File: config.mk
export PLATFORM = sky130hd
export DESIGN_NAME = bnn_input_loader
export DESIGN_NICKNAME = d
export VERILOG_FILES = /design/src/rtl/bnn_pkg.sv /design/src/rtl/bnn_row_packer.sv /design/src/rtl/bnn_input_loader.sv
export SDC_FILE = /design/constraint.sdc
export NUM_CORES = 1
export LEC_CHECK = 0
export BUFFER_PORTS_ARGS = -buffer_cell sky130_fd_sc_hd__buf_2
export CORE_MARGIN = 2
export CORE_UTILIZATION = 55
export CTS_CLUSTER_SIZE = 40
export DETAILED_ROUTE_END_ITERATION = 6
export PLACE_DENSITY_LB_ADDON = 0.08
export SYNTH_ARGS = -nofsm -noshare
export SYNTH_HDL_FRONTEND = slang
export SYNTH_SLANG_ARGS = --single-unit
export TNS_END_PERCENT = 100
File: constraint.sdc
create_clock -name clk -period 5.8 [get_ports clk]
set_clock_uncertainty 0.05 [all_clocks]
set_input_delay 0.58 -clock clk [delete_from_list [all_inputs] [get_ports clk]]
set_output_delay 0.58 -clock clk [all_outputs]
set_load 0.03 [all_outputs]
File: src/rtl/bnn_pkg.sv
// Shared constants, FSM encoding and BRAM address helper for the BNN input loader.
package bnn_pkg;

    localparam int IN_DATA_WIDTH = 28;
    localparam int IN_CHANNEL    = 3;
    localparam int PIX_WIDTH     = 8;
    localparam int IN_MEM_DWIDTH = IN_DATA_WIDTH;
    localparam int IN_MEM_AWIDTH = 7;
    localparam int IN_MEM_DEPTH  = IN_CHANNEL * IN_DATA_WIDTH;
    localparam int COL_WIDTH     = $clog2(IN_DATA_WIDTH);
    localparam int CH_WIDTH      = $clog2(IN_CHANNEL);

    typedef enum logic [1:0] {
        S_IDLE = 2'd0,
        S_LOAD = 2'd1,
        S_DONE = 2'd2
    } state_t;

    // Word address of a row: channel-major, one word per row.
    function automatic logic [IN_MEM_AWIDTH-1:0] word_addr_of(
        input logic [CH_WIDTH-1:0]  ch,
        input logic [COL_WIDTH-1:0] row
    );
        logic [IN_MEM_AWIDTH-1:0] addr;
        addr = IN_MEM_AWIDTH'(ch) * IN_MEM_AWIDTH'(IN_DATA_WIDTH) + IN_MEM_AWIDTH'(row);
        return addr;
    endfunction

endpackage

File: src/rtl/bnn_row_packer.sv
// Binarizes accepted pixels into a row register and, on the last column,
// latches the finished word and its address into the BRAM holding register.
module bnn_row_packer
    import bnn_pkg::*;
(
    input  logic                     clk,
    input  logic                     reset,
    input  logic                     clear,
    input  logic                     xfer,
    input  logic [PIX_WIDTH-1:0]     pixel,
    input  logic [PIX_WIDTH-1:0]     threshold,
    input  logic [COL_WIDTH-1:0]     col,
    input  logic [COL_WIDTH-1:0]     row,
    input  logic [CH_WIDTH-1:0]      ch,
    output logic                     word_we,
    output logic [IN_MEM_AWIDTH-1:0] word_addr,
    output logic [IN_MEM_DWIDTH-1:0] word_data
);

    logic                     pix_bit_s;
    logic                     last_col_s;
    logic [IN_MEM_DWIDTH-1:0] row_bits_r;
    logic [IN_MEM_DWIDTH-1:0] row_next_s;

    // Threshold compare and insertion of the current bit at its column.
    always_comb begin
        pix_bit_s       = (pixel >= threshold);
        last_col_s      = (col == COL_WIDTH'(IN_DATA_WIDTH - 1));
        row_next_s      = row_bits_r;
        row_next_s[col] = pix_bit_s;
    end

    // Row accumulation; the completed word goes to the holding register with a one-cycle write strobe.
    always_ff @(posedge clk) begin
        if (reset) begin
            row_bits_r <= '0;
            word_we    <= 1'b0;
            word_addr  <= '0;
            word_data  <= '0;
        end else begin
            word_we <= 1'b0;
            if (clear) begin
                row_bits_r <= '0;
            end else if (xfer) begin
                if (last_col_s) begin
                    row_bits_r <= '0;
                    word_we    <= 1'b1;
                    word_addr  <= word_addr_of(ch, row);
                    word_data  <= row_next_s;
                end else begin
                    row_bits_r <= row_next_s;
                end
            end
        end
    end

endmodule

File: src/rtl/bnn_input_loader.sv
// Frame loader: accepts a pixel stream, binarizes and packs it row by row,
// and writes each row word into the conv layer's input BRAM.
module bnn_input_loader
    import bnn_pkg::*;
(
    input  logic                     clk,
    input  logic                     reset,
    input  logic                     i_run,
    input  logic [PIX_WIDTH-1:0]     i_threshold,
    output logic                     o_idle,
    output logic                     o_busy,
    output logic                     o_done,
    output logic                     o_err,
    input  logic                     s_valid,
    output logic                     s_ready,
    input  logic [PIX_WIDTH-1:0]     s_data,
    input  logic                     s_last,
    output logic [IN_MEM_AWIDTH-1:0] addr_input,
    output logic                     ce_input,
    output logic                     we_input,
    output logic [IN_MEM_DWIDTH-1:0] d_input,
    input  logic [IN_MEM_DWIDTH-1:0] q_input
);

    state_t                   state_r;
    logic [PIX_WIDTH-1:0]     thr_r;
    logic [COL_WIDTH-1:0]     col_r;
    logic [COL_WIDTH-1:0]     row_r;
    logic [CH_WIDTH-1:0]      ch_r;
    logic                     xfer_s;
    logic                     start_s;
    logic                     col_last_s;
    logic                     row_last_s;
    logic                     final_pix_s;
    logic                     final_write_s;
    logic                     word_we_s;
    logic [IN_MEM_AWIDTH-1:0] word_addr_s;
    logic [IN_MEM_DWIDTH-1:0] word_data_s;
    logic                     unused_q_s;

    assign unused_q_s = ^q_input;

    // Handshake and end-of-frame decode.
    always_comb begin
        xfer_s        = s_valid & s_ready;
        start_s       = (state_r == S_IDLE) & i_run;
        col_last_s    = (col_r == COL_WIDTH'(IN_DATA_WIDTH - 1));
        row_last_s    = (row_r == COL_WIDTH'(IN_DATA_WIDTH - 1));
        final_pix_s   = col_last_s & row_last_s & (ch_r == CH_WIDTH'(IN_CHANNEL - 1));
        final_write_s = word_we_s & (word_addr_s == IN_MEM_AWIDTH'(IN_MEM_DEPTH - 1));
    end

    bnn_row_packer u_packer (
        .clk       (clk),
        .reset     (reset),
        .clear     (start_s),
        .xfer      (xfer_s),
        .pixel     (s_data),
        .threshold (thr_r),
        .col       (col_r),
        .row       (row_r),
        .ch        (ch_r),
        .word_we   (word_we_s),
        .word_addr (word_addr_s),
        .word_data (word_data_s)
    );

    assign ce_input   = word_we_s;
    assign we_input   = word_we_s;
    assign addr_input = word_addr_s;
    assign d_input    = word_data_s;

    // Frame FSM with counters, handshake ready and registered status flags.
    always_ff @(posedge clk) begin
        if (reset) begin
            state_r <= S_IDLE;
            thr_r   <= '0;
            col_r   <= '0;
            row_r   <= '0;
            ch_r    <= '0;
            s_ready <= 1'b0;
            o_idle  <= 1'b1;
            o_busy  <= 1'b0;
            o_done  <= 1'b0;
            o_err   <= 1'b0;
        end else begin
            case (state_r)
                S_IDLE: begin
                    o_done <= 1'b0;
                    if (i_run) begin
                        state_r <= S_LOAD;
                        thr_r   <= i_threshold;
                        col_r   <= '0;
                        row_r   <= '0;
                        ch_r    <= '0;
                        o_err   <= 1'b0;
                        s_ready <= 1'b1;
                        o_idle  <= 1'b0;
                        o_busy  <= 1'b1;
                    end else begin
                        state_r <= S_IDLE;
                        s_ready <= 1'b0;
                        o_idle  <= 1'b1;
                        o_busy  <= 1'b0;
                    end
                end
                S_LOAD: begin
                    if (xfer_s) begin
                        if (col_last_s) begin
                            col_r <= '0;
                            if (row_last_s) begin
                                row_r <= '0;
                                ch_r  <= ch_r + CH_WIDTH'(1);
                            end else begin
                                row_r <= row_r + COL_WIDTH'(1);
                            end
                        end else begin
                            col_r <= col_r + COL_WIDTH'(1);
                        end
                        // s_last only flags framing errors; completion is purely count-based.
                        if (s_last != final_pix_s) begin
                            o_err <= 1'b1;
                        end
                        if (final_pix_s) begin
                            s_ready <= 1'b0;
                        end
                    end
                    if (final_write_s) begin
                        state_r <= S_DONE;
                        o_busy  <= 1'b0;
                        o_done  <= 1'b1;
                    end
                end
                S_DONE: begin
                    state_r <= S_IDLE;
                    s_ready <= 1'b0;
                    o_done  <= 1'b0;
                    o_idle  <= 1'b1;
                    o_busy  <= 1'b0;
                end
                default: begin
                    state_r <= S_IDLE;
                    s_ready <= 1'b0;
                    o_done  <= 1'b0;
                    o_idle  <= 1'b1;
                    o_busy  <= 1'b0;
                end
            endcase
        end
    end

endmodule

**Word level (Yosys, flattened, before mapping)**

Index checks and enable logic that the tools add are counted.

- Register bits after elaboration: 91
- Latch bits: 0
- RAM bits: 0
- Bits in read-only memories: 0
- Input port bits: 49
- Output and inout port bits: 42
- Logic and storage cells: 89
- Memories: 0

- $add $sub $neg: 4
- Multipliers: 1
- Div/mod/pow operators: 0
- $lt $le $gt $ge: 3
- Equal/unequal tests: 13
- Shift-type cells: 0
- Mux-type cells: 33
- Bitwise logic cells: 8
- Reductions and logical operators: 13

Operators by type and width:

| operator | number |
|---|---|
| two-way mux 5 bit | 6 |
| bitwise mux 28 bit | 1 |
| two-way mux 28 bit | 1 |
| one-hot mux 5 bit (2 select lines) | 2 |
| != test 2 bit (second input constant) | 6 |
| two-way mux 1 bit | 11 |
| adder 5 x 1 -> 5 bit (second input constant) | 2 |
| equality test 5 bit (second input constant) | 2 |
| two-way mux 2 bit | 5 |
| >= comparator 8 bit | 1 |
| one-hot mux 1 bit (2 select lines) | 4 |
| one-hot mux 2 bit (2 select lines) | 2 |
| AND reduction 4 bit | 2 |
| adder 7 x 5 -> 7 bit | 1 |
| equality test 7 bit (second input constant) | 1 |
| < comparator 5 x 6 -> 1 bit (second input constant) | 1 |
| AND reduction 3 bit | 2 |
| bitwise AND 1 bit | 5 |
| demux 1 bit (select 5 bit) | 1 |
| >= comparator 5 x 1 -> 1 bit (second input constant) | 1 |
| multiplier 2 x 3 -> 5 bit (second input constant) | 1 |
| AND reduction 5 bit | 1 |
| AND reduction 2 bit | 2 |
| OR reduction 2 bit | 2 |
| other kinds (10) | 12 |

**Depth between registers and ports, before layout**

- Depth in word-level cells: 7
- Gate-level depth with buffers: 8
- Mapped depth without buffers: 8

**Cells and area by module**

A second synthesis with hierarchy kept.

- Cell total of the unflattened synthesis: 529
- Area, all modules: 4292.9 um^2

By module, submodules not included:

| module | times used | cells each | area each (um^2) | sequential area each (um^2) |
|---|---|---|---|---|
| bnn_row_packer | 1 | 389 | 3089.2 | 1261.2 |
| bnn_input_loader | 1 | 140 | 1203.7 | 540.5 |

**Worst setup path after synthesis**

OpenSTA, ideal clock, no wires.

- Path type: input to register
- Start: input s_data[0]
- End: register u_packer.row_bits_r[0]
- Library setup time: 0.122 ns
- Arrival: 1.936 ns
- Data required time: 5.628 ns
- Setup slack: 3.692 ns
- Stages: 8
- Path buffers: 1
- Path through: inv_1 > ha_1 > nand2b_1 > a2111oi_4 > o31ai_4 > nand2_2 > buf_4 > o21ai_0

- Longest elaborated chain between the ends: 3

RTL lines:

| element | RTL line | source |
|---|---|---|
| start: declaration | bnn_input_loader.sv:16 | `input logic [PIX_WIDTH-1:0] s_data,` |
| >= comparator 8 bit | bnn_row_packer.sv:27 | `pix_bit_s = (pixel >= threshold);` |
| bitwise mux 28 bit | bnn_row_packer.sv:30 | `row_next_s[col] = pix_bit_s;` |
| two-way mux 28 bit | bnn_row_packer.sv:45 | `if (last_col_s) begin` |
| end signal: assignment | bnn_row_packer.sv:51 | `row_bits_r <= row_next_s;` |
| end: declaration | bnn_row_packer.sv:22 | `logic [IN_MEM_DWIDTH-1:0] row_bits_r;` |

Every way passes these cells.
A chain may end at the register's enable or synchronous reset.

**Worst setup path after layout**

- Start: register s_ready
- End: register u_packer.word_data[23]

- Longest elaborated chain between the ends: 2

RTL lines:

| element | RTL line | source |
|---|---|---|
| start: declaration | bnn_input_loader.sv:15 | `output logic s_ready,` |
| start signal: assignment | bnn_input_loader.sv:81 | `s_ready <= 1'b0;` |
| start signal: assignment | bnn_input_loader.sv:97 | `s_ready <= 1'b1;` |
| start signal: assignment | bnn_input_loader.sv:102 | `s_ready <= 1'b0;` |
| bitwise AND 1 bit | bnn_input_loader.sv:45 | `xfer_s = s_valid & s_ready;` |
| AND reduction 3 bit (no line) | n/a |  |
| end signal: assignment | bnn_row_packer.sv:49 | `word_data <= row_next_s;` |
| end: declaration | bnn_row_packer.sv:17 | `output logic [IN_MEM_DWIDTH-1:0] word_data` |

Every way passes these cells.

==> reports/metrics.csv <==
stage,metric,value,unit
yosys,yosys-top-cells-area,"dfxtp_1, nor2_1, nand2_1",
yosys,yosysWarnings,0,
routing,antenna_left,0,
yosys,synthCells,534,
critical_path,worst_ep_arrival_time,2760,ps
power,powerDensity,258.4,nW/um2
cells_and_area,mostFrequentLayoutCells,"dfxtp_1, nor2_1, nand2_1",
routing,route.detailed.drc,0,
routing,met1Wirelength,4653,um
routing,routed.top_layer,met4,
routing,routed_wl,9555,um
critical_path,rr_endpoint,u_packer.word_data[23],
sta,fin_crit_sh,0.4352,
hold_path,min_from,i_threshold[5],
clocking,cts_setup_buffers,0,
sta,fmax,396.2,MHz
routing,avgViaCountPerCell,5.392,
critical_path,crit_path_end_kind,flip-flop,
yosys,synth_nets,604,
critical_path,worst-endpoint-required,6040,ps
routing,drt_pass1_iterations,5,
critical_path,worst-setup-path-type,reg -> reg,
routing,wl_per_cell,13.99,um
critical_path,reg2reg_depth,5,
floorplan,start_util,0.5591,
floorplan,coreArea,7647,um2
floorplan,die_area,8494,um2
placement,place.gp.congestion,0.8384,
yosys,yosys.area.top_type,dfxtp_1,
cells_and_area,multi_input_area,2226,um2
critical_path,path_max_fanout,35,
sta,fin_crit,2524,ps
global_route,grt_pass1_vias,3399,
global_route,grt.total_usage,0.2339,
yosys,syn-cell-area,4275,um2
sta,setup_viol,0,
clocking,clkTransAtPathRegs,90,ps
clocking,tritoncts,built,
routing,num_vias,3683,
clocking,cts.hold.buffers_added,0,
floorplan,core.rowCount,32,
clocking,clock_sinks,89,
clocking,cts-buffers-inserted,9,
cells_and_area,fillCellCount,716,
hold_path,min_path_cells,3,
placement,io_buffers,62,
clocking,cts_root_buf,clkbuf_8,
global_route,grt_max_degree,55,
power,vdd_drop_max,145.8,uV
run_status,status,finished clean,
sta,grt_setup_unrepaired,no,
clocking,htreeDepth,3,
cells_and_area,nNetsFinal,646,
clocking,clockBufferDepth,2,
routing,wl_met3,465,um
clocking,clock_latency,360,ps
routing,wl_met2,4288,um
hold_path,hold_end,thr_r[5],
yosys,ys_seq_elements,89,
hold_path,min_path_type,in -> reg,
floorplan,die_y,92.17,um
cells_and_area,final_area,4781,um2
sta,tightest_slew,1037,ps
critical_path,crit_path_start_kind,flip-flop,
critical_path,worstReg2RegStart,s_ready,
sta,max_slew_margin,0.3060,
sta,final_hold_viol_count,0,
yosys,synth.distinct_cells,54,
global_route,gr-total-overflow,0,
cells_and_area,register_area,1782,um2
cells_and_area,drive_gt1_frac,0.1704,
yosys,synth_edf_count,0,
critical_path,r2r_slack,3280,ps
floorplan,die_w,92.17,um
power,p_leak,0.001848,uW
sta,drv_slew,0,
cells_and_area,instances_no_fill,683,
global_route,grt_pass1_wl,16010,um
global_route,antenna_found_initial,0,
yosys,avgSynthCellArea,8.006,um2
cells_and_area,area_delta_synth_final,11.82,%
run,maxCapViolations,0,
yosys,async_flop_share,0,
placement,dp.cells,667,
placement,place_area,4539,um2
cells_and_area,final_common_cell,dfxtp_1,
yosys,synth-main-ff-cell,dfxtp_1,
sta,setup-tns-final,0,ps
floorplan,pin_count,91,
cells_and_area,n_antenna_cell,0,
yosys,yosysSeqAreaShare,0.4167,
clocking,cts_resized,0,
routing,first_iter_violations,248,
yosys,synth_top_area_frac,0.4167,
placement,place_hpwl,6311,um
## layer usage
layer	vias to the layer above	track usage
met1	1676	0.3204
met2	93	0.3799
met3	11	0.02876
met4	0	0.08582
li1	1903	-
met5	-	0
## through the flow
stage                     power [uW]  setup slack (ps)  utilization  hold WS [ps]
after global routing            1277              3052       0.6252         415.4
after global placement         730.8              2921       0.5936         391.2
after CTS                       1242              3196       0.6252         394.9
after detailed placement       733.9              2890       0.5936         396.7
final                           1235              3276       0.6252         401.0
after floorplan                708.7              3692            -         380.0
## sequential cells by signal, summed over array words and instances (netlist names)
| name | cells |
|---|---|
| u_packer.word_data | 28 |
| u_packer.row_bits_r | 27 |
| thr_r | 8 |
| u_packer.word_addr | 7 |
| col_r | 5 |
| row_r | 5 |
| ch_r | 2 |
| o_busy | 1 |
| o_done | 1 |
| o_err | 1 |
| o_idle | 1 |
| s_ready | 1 |
| state_r | 1 |
| u_packer.word_we | 1 |
## layout make-up
class | instances | share of cell area
clock buffers | 9 | 0.02591
clock inverters | 7 | 0.02460
inverters | 19 | 0.01492
multi-input cells | 392 | 0.4656
flip-flops and latches | 89 | 0.3727
well taps | 102 | 0.02669
repair buffers | 65 | 0.06962
## cell families (layout without fill, tap and decap cells)
logic type	count (synthesis)	in the layout	synth area share
DFF	89	89	0.4167
and+or+nand+nor	260	260	0.2894
adders and majority gates	21	21	0.06321
buffers and inverters	53	100	0.06262
xor gates and xnor gates	11	11	0.02253
AOI/OAI and AO/OA	100	100	0.1455
## cells in the mapped netlist, types with 3 or more instances
library cell and count:
dfxtp_1 89, o21ai_1 9, a211oi_1 4, inv_1 19, o21ai_0 43, buf_6 5
buf_2 7, nand3_1 32, xnor2_1 7, nor2b_1 3, nor2_1 72, nand2_1 68
nor3_1 48, ha_1 20, nand4_1 7, a21oi_1 27, buf_4 6, clkbuf_1 15
nand2b_1 6, or2b_1 3, xor2_1 4
## worst max-delay path, cell delays in order, from the launching register on
cell and delay [ps]:
dfxtp_1 380, and2_1 790, nand2_2 130, nor2_4 680, o21ai_0 230, a21oi_1 180
## worst max-delay path by stage
stage	startpoint	endpoint	cells past startpoint
finish	s_ready	u_packer.word_data[23]	5
detailed placement	s_valid	u_packer.word_data[23]	6
floorplan	s_data[0]	u_packer.row_bits_r[0]	8
global placement	s_valid	u_packer.word_data[23]	6
global route	s_ready	u_packer.word_data[23]	5
CTS	s_ready	u_packer.word_data[23]	5
## where the power goes
group          internal [uW]  switching [uW]
combinational           30.3            65.1
clock                    287             229
sequential               618            6.03
Power figures use the tool's default switching activity.
